**config.mk**
```make
export PLATFORM = sky130hd
export DESIGN_NAME = tmds_word_scheduler
export DESIGN_NICKNAME = d
export VERILOG_FILES = /design/src/rtl/tmds_word_scheduler.sv
export SDC_FILE = /design/constraint.sdc
export NUM_CORES = 1
export LEC_CHECK = 0
export CAP_MARGIN = 20
export CELL_PAD_IN_SITES_DETAIL_PLACEMENT = 2
export CELL_PAD_IN_SITES_GLOBAL_PLACEMENT = 2
export CORE_MARGIN = 1.5
export CORE_UTILIZATION = 32
export CTS_CLUSTER_DIAMETER = 80
export DETAILED_ROUTE_END_ITERATION = 16
export GPL_ROUTABILITY_DRIVEN = 1
export GPL_TIMING_DRIVEN = 0
export PLACE_DENSITY_LB_ADDON = 0.1
export SETUP_SLACK_MARGIN = 0.2
export SKIP_LAST_GASP = 1
export SLEW_MARGIN = 0
export SYNTH_ARGS = -nofsm -noshare
export SYNTH_HDL_FRONTEND = slang
export SYNTH_SLANG_ARGS = --single-unit
```
**constraint.sdc**
```tcl
create_clock -name i_clk_shift -period 8 [get_ports i_clk_shift]
set_input_delay 0.8 -clock i_clk_shift [delete_from_list [all_inputs] [get_ports i_clk_shift]]
set_output_delay 0.8 -clock i_clk_shift [all_outputs]
set_load 0.005 [all_outputs]
```
**src/rtl/tmds_word_scheduler.sv**
```systemverilog
// Feeds one 10-bit TMDS word every 5 shift clocks to a 2-bit/cycle DDR serializer, inserting idle/training symbols.
// Latency: a word accepted at phase 4 appears on o_word the next cycle (phase 0) and holds for 5 cycles.
// Backpressure: o_ready only at phase 4 when the next slot is STREAM; a starved slot sends IDLE_WORD and is counted.
module tmds_word_scheduler #(
    parameter logic [9:0] IDLE_WORD   = 10'b1101010100,
    parameter logic [9:0] TRAIN_WORD  = 10'b1111100000,
    parameter int         TRAIN_WORDS = 64,
    parameter int         CNT_W       = 16
) (
    input  logic             i_clk_shift,
    input  logic             i_rst_n,
    input  logic             i_enable,
    input  logic             i_train,
    input  logic             i_clr_stats,
    input  logic             i_valid,
    input  logic [9:0]       i_data,
    output logic             o_ready,
    output logic [9:0]       o_word,
    output logic             o_word_strobe,
    output logic [2:0]       o_phase,
    output logic             o_training,
    output logic [CNT_W-1:0] o_underflow_cnt
);

    localparam int TC_W = (TRAIN_WORDS > 1) ? $clog2(TRAIN_WORDS) : 1;

    typedef enum logic [1:0] {ST_IDLE, ST_STREAM, ST_TRAIN} state_t;

    state_t          state;
    state_t          next_state;
    logic [2:0]      phase;
    logic            pending;
    logic [TC_W-1:0] train_cnt;
    logic            boundary;
    logic            enter_train;

    assign boundary    = (phase == 3'd4);
    assign enter_train = boundary && (next_state == ST_TRAIN) && (state != ST_TRAIN);

    // State only moves at the word boundary; mid-word the current decision is frozen.
    always_comb begin
        next_state = state;
        if (boundary) begin
            case (state)
                ST_IDLE: begin
                    if (i_enable && pending)   next_state = ST_TRAIN;
                    else if (i_enable)         next_state = ST_STREAM;
                    else                       next_state = ST_IDLE;
                end
                ST_STREAM: begin
                    if (!i_enable)             next_state = ST_IDLE;
                    else if (pending)          next_state = ST_TRAIN;
                    else                       next_state = ST_STREAM;
                end
                ST_TRAIN: begin
                    if (!i_enable)             next_state = ST_IDLE;
                    else if (train_cnt == '0)  next_state = ST_STREAM;
                    else                       next_state = ST_TRAIN;
                end
                default:                       next_state = ST_IDLE;
            endcase
        end
    end

    assign o_ready    = boundary && (next_state == ST_STREAM);
    assign o_phase    = phase;
    assign o_training = (state == ST_TRAIN);

    always_ff @(posedge i_clk_shift or negedge i_rst_n) begin
        if (!i_rst_n) begin
            phase           <= 3'd0;
            state           <= ST_IDLE;
            o_word          <= IDLE_WORD;
            o_word_strobe   <= 1'b0;
            pending         <= 1'b0;
            train_cnt       <= '0;
            o_underflow_cnt <= '0;
        end else begin
            phase         <= boundary ? 3'd0 : phase + 3'd1;
            o_word_strobe <= boundary;

            if (enter_train)
                pending <= 1'b0;
            else if (i_train && (state != ST_TRAIN))
                pending <= 1'b1;

            if (boundary) begin
                state <= next_state;
                case (next_state)
                    ST_STREAM: o_word <= i_valid ? i_data : IDLE_WORD;
                    ST_TRAIN:  o_word <= TRAIN_WORD;
                    default:   o_word <= IDLE_WORD;
                endcase
            end

            if (enter_train)
                train_cnt <= TC_W'(TRAIN_WORDS - 1);
            else if (boundary && (state == ST_TRAIN) && (train_cnt != '0))
                train_cnt <= train_cnt - 1'b1;

            // A clear in the same cycle as a starved slot leaves the count at zero.
            if (i_clr_stats)
                o_underflow_cnt <= '0;
            else if (boundary && (next_state == ST_STREAM) && !i_valid && (o_underflow_cnt != '1))
                o_underflow_cnt <= o_underflow_cnt + 1'b1;
        end
    end

endmodule
```
Yosys cells after proc, flatten, opt, wreduce, memory -nomap -nowiden
Index checks and enable logic that the tools add are counted.
W data, S select, Z words.
{ "totals": {"reg_bits": 39, "inputBits": 16, "output_inout_bits": 32, "wordCells": 50} }
{ "op_classes": {"addsub": 3, "eq_ne": 7, "muxes": 17, "reduce_logical": 16} }
{ "ops": {"columns": ["operator", "n"], "rows": [
  ["$mux W16", 2],
  ["$pmux W10 S2", 1],
  ["$add A16 B1 Y16 const B", 1],
  ["$ne A16 B16 Y1 const B", 1],
  ["$mux W2", 6],
  ["$mux W6", 2],
  ["$mux W10", 1],
  ["$logic_and A1 B1 Y1", 9],
  ["$logic_not A6 Y1", 1],
  ["$pmux W2 S3", 1],
  ["$reduce_bool A2 Y1", 3],
  ["$reduce_bool A6 Y1", 1],
  ["$sub A6 B1 Y6 const B", 1],
  ["$eq A2 B1 Y1 const B", 2],
  ["$eq A2 B2 Y1 const B", 2],
  ["$add A3 B1 Y3 const B", 1],
  ["$eq A3 B3 Y1 const B", 1],
  ["$mux W1", 3],
  ["$mux W3", 1],
  ["$logic_not A2 Y1", 1],
  ["$ne A2 B2 Y1 const B", 1],
  ["$logic_not A1 Y1", 1]
]} }

Longest topological paths before layout
{ "logic_depth": {"word_depth": 11, "depth_mapped": 13, "mapped_depth_nobuf": 12} }

Least setup slack after synthesis
OpenSTA, ideal clock, no wires.
{ "synth_timing": {"path_kind": "register -> register", "from": "register phase[0], in the netlist o_phase[0]", "to": "register o_underflow_cnt[13]", "setup_ns": 0.078, "arrival_ns": 2.856, "required_ns": 7.922, "slack_ns": 5.065, "path_stages_with_launch": 12, "n_path_buf": 2, "synth_period_minus_slack_ns": 2.935, "cell_sequence": "dfrtp_1 > inv_1 > ha_1 > nand2_1 > clkbuf_1 > clkbuf_1 > a22oi_1 > ha_1 > nand4b_4 > or4_4 > or3_1 > a21oi_1"} }
{ "synth_via": {"elab_chain_cells": 7} }
{ "synth_rtl": {"columns": ["element", "line_no", "source"], "rows": [
  ["from (decl)", "31", "logic [2:0] phase;"],
  ["from (signal assigned)", "79", "phase <= boundary ? 3'd0 : phase + 3'd1;"],
  ["$eq A3 B3 Y1 *", "37", "assign boundary = (phase == 3'd4);"],
  ["$mux W2", "43", "if (boundary) begin"],
  ["$eq A2 B1 Y1", "104", "else if (boundary && (next_state == ST_STREAM) && !i_valid && (o_underflow_cnt != '1))"],
  ["$logic_and A1 B1 Y1 * (3 in a row)", "104", null],
  ["$reduce_bool A2 Y1 (no source line) *", null, null],
  ["to (signal assigned)", "105", "o_underflow_cnt <= o_underflow_cnt + 1'b1;"],
  ["to (decl)", "22", "output logic [CNT_W-1:0] o_underflow_cnt"]
]} }
Mark *: on every way between the ends. The rest lies on a longest branch, timed or not.
A chain may end at the register's enable or synchronous reset.

Final worst setup path
{ "layout_timing": {"from": "register phase[0], in the netlist o_phase[0]", "to": "output port o_ready"} }
{ "layout_via": {"elab_chain_cells": 4} }
{ "layout_rtl": {"columns": ["element", "line_no", "source"], "rows": [
  ["$eq A3 B3 Y1 *", "37", null],
  ["$mux W2", "43", null],
  ["$eq A2 B1 Y1", "65", "assign o_ready = boundary && (next_state == ST_STREAM);"],
  ["$logic_and A1 B1 Y1 *", "65", null],
  ["to (decl)", "17", "output logic o_ready,"]
]} }
Marked as above.

==> key figures <==
Logic synthesis
  – Synth Area in Compound Gates: 0.174
  – Sequential share of the synthesized area: 0.477
  – Primary FF master, synth: dfrtp_1
  – Yosys warnings: 0
  – Synth Area in XOR/XNOR: 0.00426
  – Largest family of logic cells by synthesized area: simple AND/OR/NAND/NOR gates
  – Avg Inst Size Synth: 9.66 um^2
  – Syn_nets: 236
  – Synth Area in Simple Gates: 0.238
  – Post-synth ARST share: 1.00
  – EDFF count, synth: 0
  – Post-synth cell types: 43
  – Multiplexer share of the synthesized area: 0.0310
  – Synth Area in Adders: 0.0426
  – Gate Count Post-Synth: 213
  – Flops & latches, synth: 39
  – Mapped cell area: 2060 um^2

Finish
  – Non-Filler Cell Area, Final: 2720 um^2
  – Nets: 291
  – Sequential Area: 982 um^2
  – Layout cells sized above 1: 0.0855
  – Diode count: 0
  – Final cell count without fillers: 346
  – Synthesis-to-layout area growth: 32.2%
  – Fillcell total: 688
  – Area of the multi-input gates: 1010 um^2

Floorplan
  – Core Rows: 29
  – I/O pin total: 48
  – Chip width: 83.2 um
  – Die height: 83.2 um
  – Core Area: 6280 um^2
  – Die ar.: 6920 um^2
  – Initial Utilization: 0.328

Setup path
  – Crit path from: o_phase[0]
  – CP Buf/Inv Count: 4
  – Reg-to-Reg Start: o_phase[0]
  – Startpoint Class: flip-flop
  – Slowest cell on crit path: clkdlybuf4s50_1
  – WP data arrival: 3.17 ns
  – Critical path class: reg2out
  – R2r setup slk: 4.57 ns
  – CP delay by family, top: buffers and inverters
  – RR Endpoint: o_underflow_cnt[13]
  – CP max FO: 10
  – Slowest stage delay, CP: 0.53 ns
  – Crit-path cells: inv_1 > ha_1 > nand2_1 > clkbuf_1 > clkbuf_1 > a22oi_1 > ha_1 > and3_1 > clkdlybuf4s50_1
  – Reg2Reg Depth: 11
  – WP data required: 7.20 ns
  – Worst setup EP type: output pin

Detailed routing
  – Vias post-DR: 1887
  – Post-DR vias/cell: 5.45
  – Max layer used: met4
  – Met3 WL post-DR: 153 um
  – M1 WL: 2570 um
  – Post-DRT Antenna Nets: 0
  – Met2 WL post-DR: 3120 um
  – Drt pass-1 iters: 4
  – Routed len/inst: 17.0 um
  – Drt drc: 0
  – Detailed Route WL: 5890 um
  – Starting DRT DRC Count: 28

Global routing
  – First-pass GRT wire length: 10200 um
  – Gr ovfl total: 0
  – Vias in the first global route: 2082
  – Initial antenna violation count: 0
  – Total track usage: 0.184
  – Largest net degree at the start of global routing: 32

Clock network
  – TritonCTS clock tree: done
  – Skew-Pair Late Insertion Delay: 0.29 ns
  – Setup Buffers After CTS: 0
  – TritonCTS Sinks: 39
  – CTS Root Cell: clkbuf_8
  – Worst-path clk slew: 0.08 ns
  – CTS Hold Buffers Added: 0
  – Max clock buf depth: 2
  – Post-cts sizing count: 0
  – TritonCTS buffer count: 5
  – H-tree depth: 2

Status
  – Result of the run: finished clean

STA
  – Min cycle time layout: 3.97 ns
  – Final setup viols: 0
  – Final critical-path share of the clock period: 0.496
  – Max-slew violations: 0
  – Slew Limit Headroom: 0.579
  – Worst clock skew: 0.00751 ns
  – Hold Vio Cnt, Final: 0
  – RSZ-0062 raised after global routing: no
  – Worst Tran Pin Value: 0.627 ns
  – Setup TNS: 0 ns
  – Max frequency: 252 MHz
  – Hold WS: 0.361 ns

Place
  – Inst Count DP: 338
  – IO buf count: 47
  – DP HPWL: 4520 um
  – Post-DP Area: 2640 um^2
  – Routability congestion estimate: 0.722

Pwr
  – Worst VDD drop: 0.0000968 V
  – Leakage: 1.11 nW
  – Pwr dens: 160 nW/um^2
  – Total power: 0.436 mW

Worst hold path
  – Hold crit path type: in2async

Run
  – MaxCap Viol Count: 0
-- flip-flops by register name (all words and copies together) (netlist names) --
name and cells:
state 2, o_word 10, o_underflow_cnt 16, pending 1, o_word_strobe 1, o_phase 3
train_cnt 6
-- report_power, final --
group | internal, mW | switching, mW
clock | 0.0613 | 0.0699
sequential | 0.215 | 0.0157
combinational | 0.0382 | 0.0360
-- metal layers --
| metal | vias to the layer above | GRT usage |
|---|---|---|
| li1 | 895 | - |
| met5 | - | 0 |
| met4 | 0 | 0.0455 |
| met3 | 4 | 0.0268 |
| met1 | 956 | 0.223 |
| met2 | 32 | 0.340 |
-- per-stage QoR --
| stage | utilization | worst slack, ns |
|---|---|---|
| 2_1_floorplan | - | 5.07 |
| 3_3_place_gp | 0.418 | 4.35 |
| 3_5_place_dp | 0.421 | 4.24 |
| 4_1_cts | 0.434 | 3.99 |
| 5_1_grt | 0.434 | 3.75 |
| 6_report | 0.434 | 4.03 |
-- cell usage in the layout, fill, tap and decap left out, types with 5 or more instances in the layout --
cell              n
dfrtp_1          34
clkbuf_8          5
a21oi_1          10
nand2b_1          5
ha_1              7
nor2_1           14
dfstp_2           5
nand2_1          24
nand3_1          10
or3_1             5
o31ai_1           7
o21ai_0          16
or4_1             6
a31oi_1           5
clkbuf_1          7
inv_1            10
nor4_1            6
clkdlybuf4s50_1  46
-- worst max-delay path by stage --
stage | cells past startpoint | to | slack [ns]
2_1_floorplan | 11 | o_underflow_cnt[13] | 5.07
3_3_place_gp | 6 | o_ready | 4.35
3_5_place_dp | 6 | o_ready | 4.24
4_1_cts | 9 | o_ready | 3.99
5_1_grt | 9 | o_ready | 3.75
6_report | 9 | o_ready | 4.03
-- logic make-up (layout without fill, tap and decap cells) --
logic type | after synthesis | in the layout
adders and majority gates | 7 | 7
and+or+nand+nor | 88 | 88
DFF | 39 | 39
xor gates and xnor gates | 1 | 1
muxes | 6 | 6
AOI/OAI and AO/OA | 55 | 55
buffers and inverters | 17 | 73
-- layout make-up --
| type | count | area share |
|---|---|---|
| tap | 77 | 0.0354 |
| buffer | 6 | 0.00966 |
| sequential | 39 | 0.361 |
| timing repair buffer | 48 | 0.178 |
| clock buffer | 7 | 0.0280 |
| inverter | 11 | 0.0152 |
| clock inverter | 1 | 0.00184 |
| multi-input combinational | 157 | 0.371 |
-- cells in the mapped netlist, types with 2 or more instances --
library cell	instances	share of area
mux2_2	3	0.016
and3_1	3	0.0091
a31oi_1	5	0.015
a221o_1	3	0.015
a21oi_1	10	0.024
a21o_1	2	0.0073
mux2i_1	3	0.015
or3_1	5	0.015
ha_1	7	0.043
clkbuf_1	5	0.0091
nand2b_1	5	0.015
nand4_1	3	0.0091
a22o_1	2	0.0085
nand3_1	10	0.024
inv_1	10	0.018
or4_1	6	0.022
o211ai_1	2	0.0073
nor2_1	14	0.026
a211oi_1	3	0.011
o31ai_1	7	0.026
dfstp_2	5	0.064
dfrtp_1	34	0.41
nor4_1	6	0.018
nand2_1	24	0.044
o21ai_0	16	0.039
nor2b_1	3	0.0091
-- worst register-to-register path, stage by stage (launching register included) --
cell,delay (ns)
dfrtp_1,0.42
inv_1,0.07
ha_1,0.25
nand2_1,0.14
clkbuf_1,0.27
clkbuf_1,0.29
a22oi_1,0.25
ha_1,0.35
nand4b_4,0.19
or4_4,0.61
or3_1,0.36
a21oi_1,0.14
(Power assumes the default switching activity.)
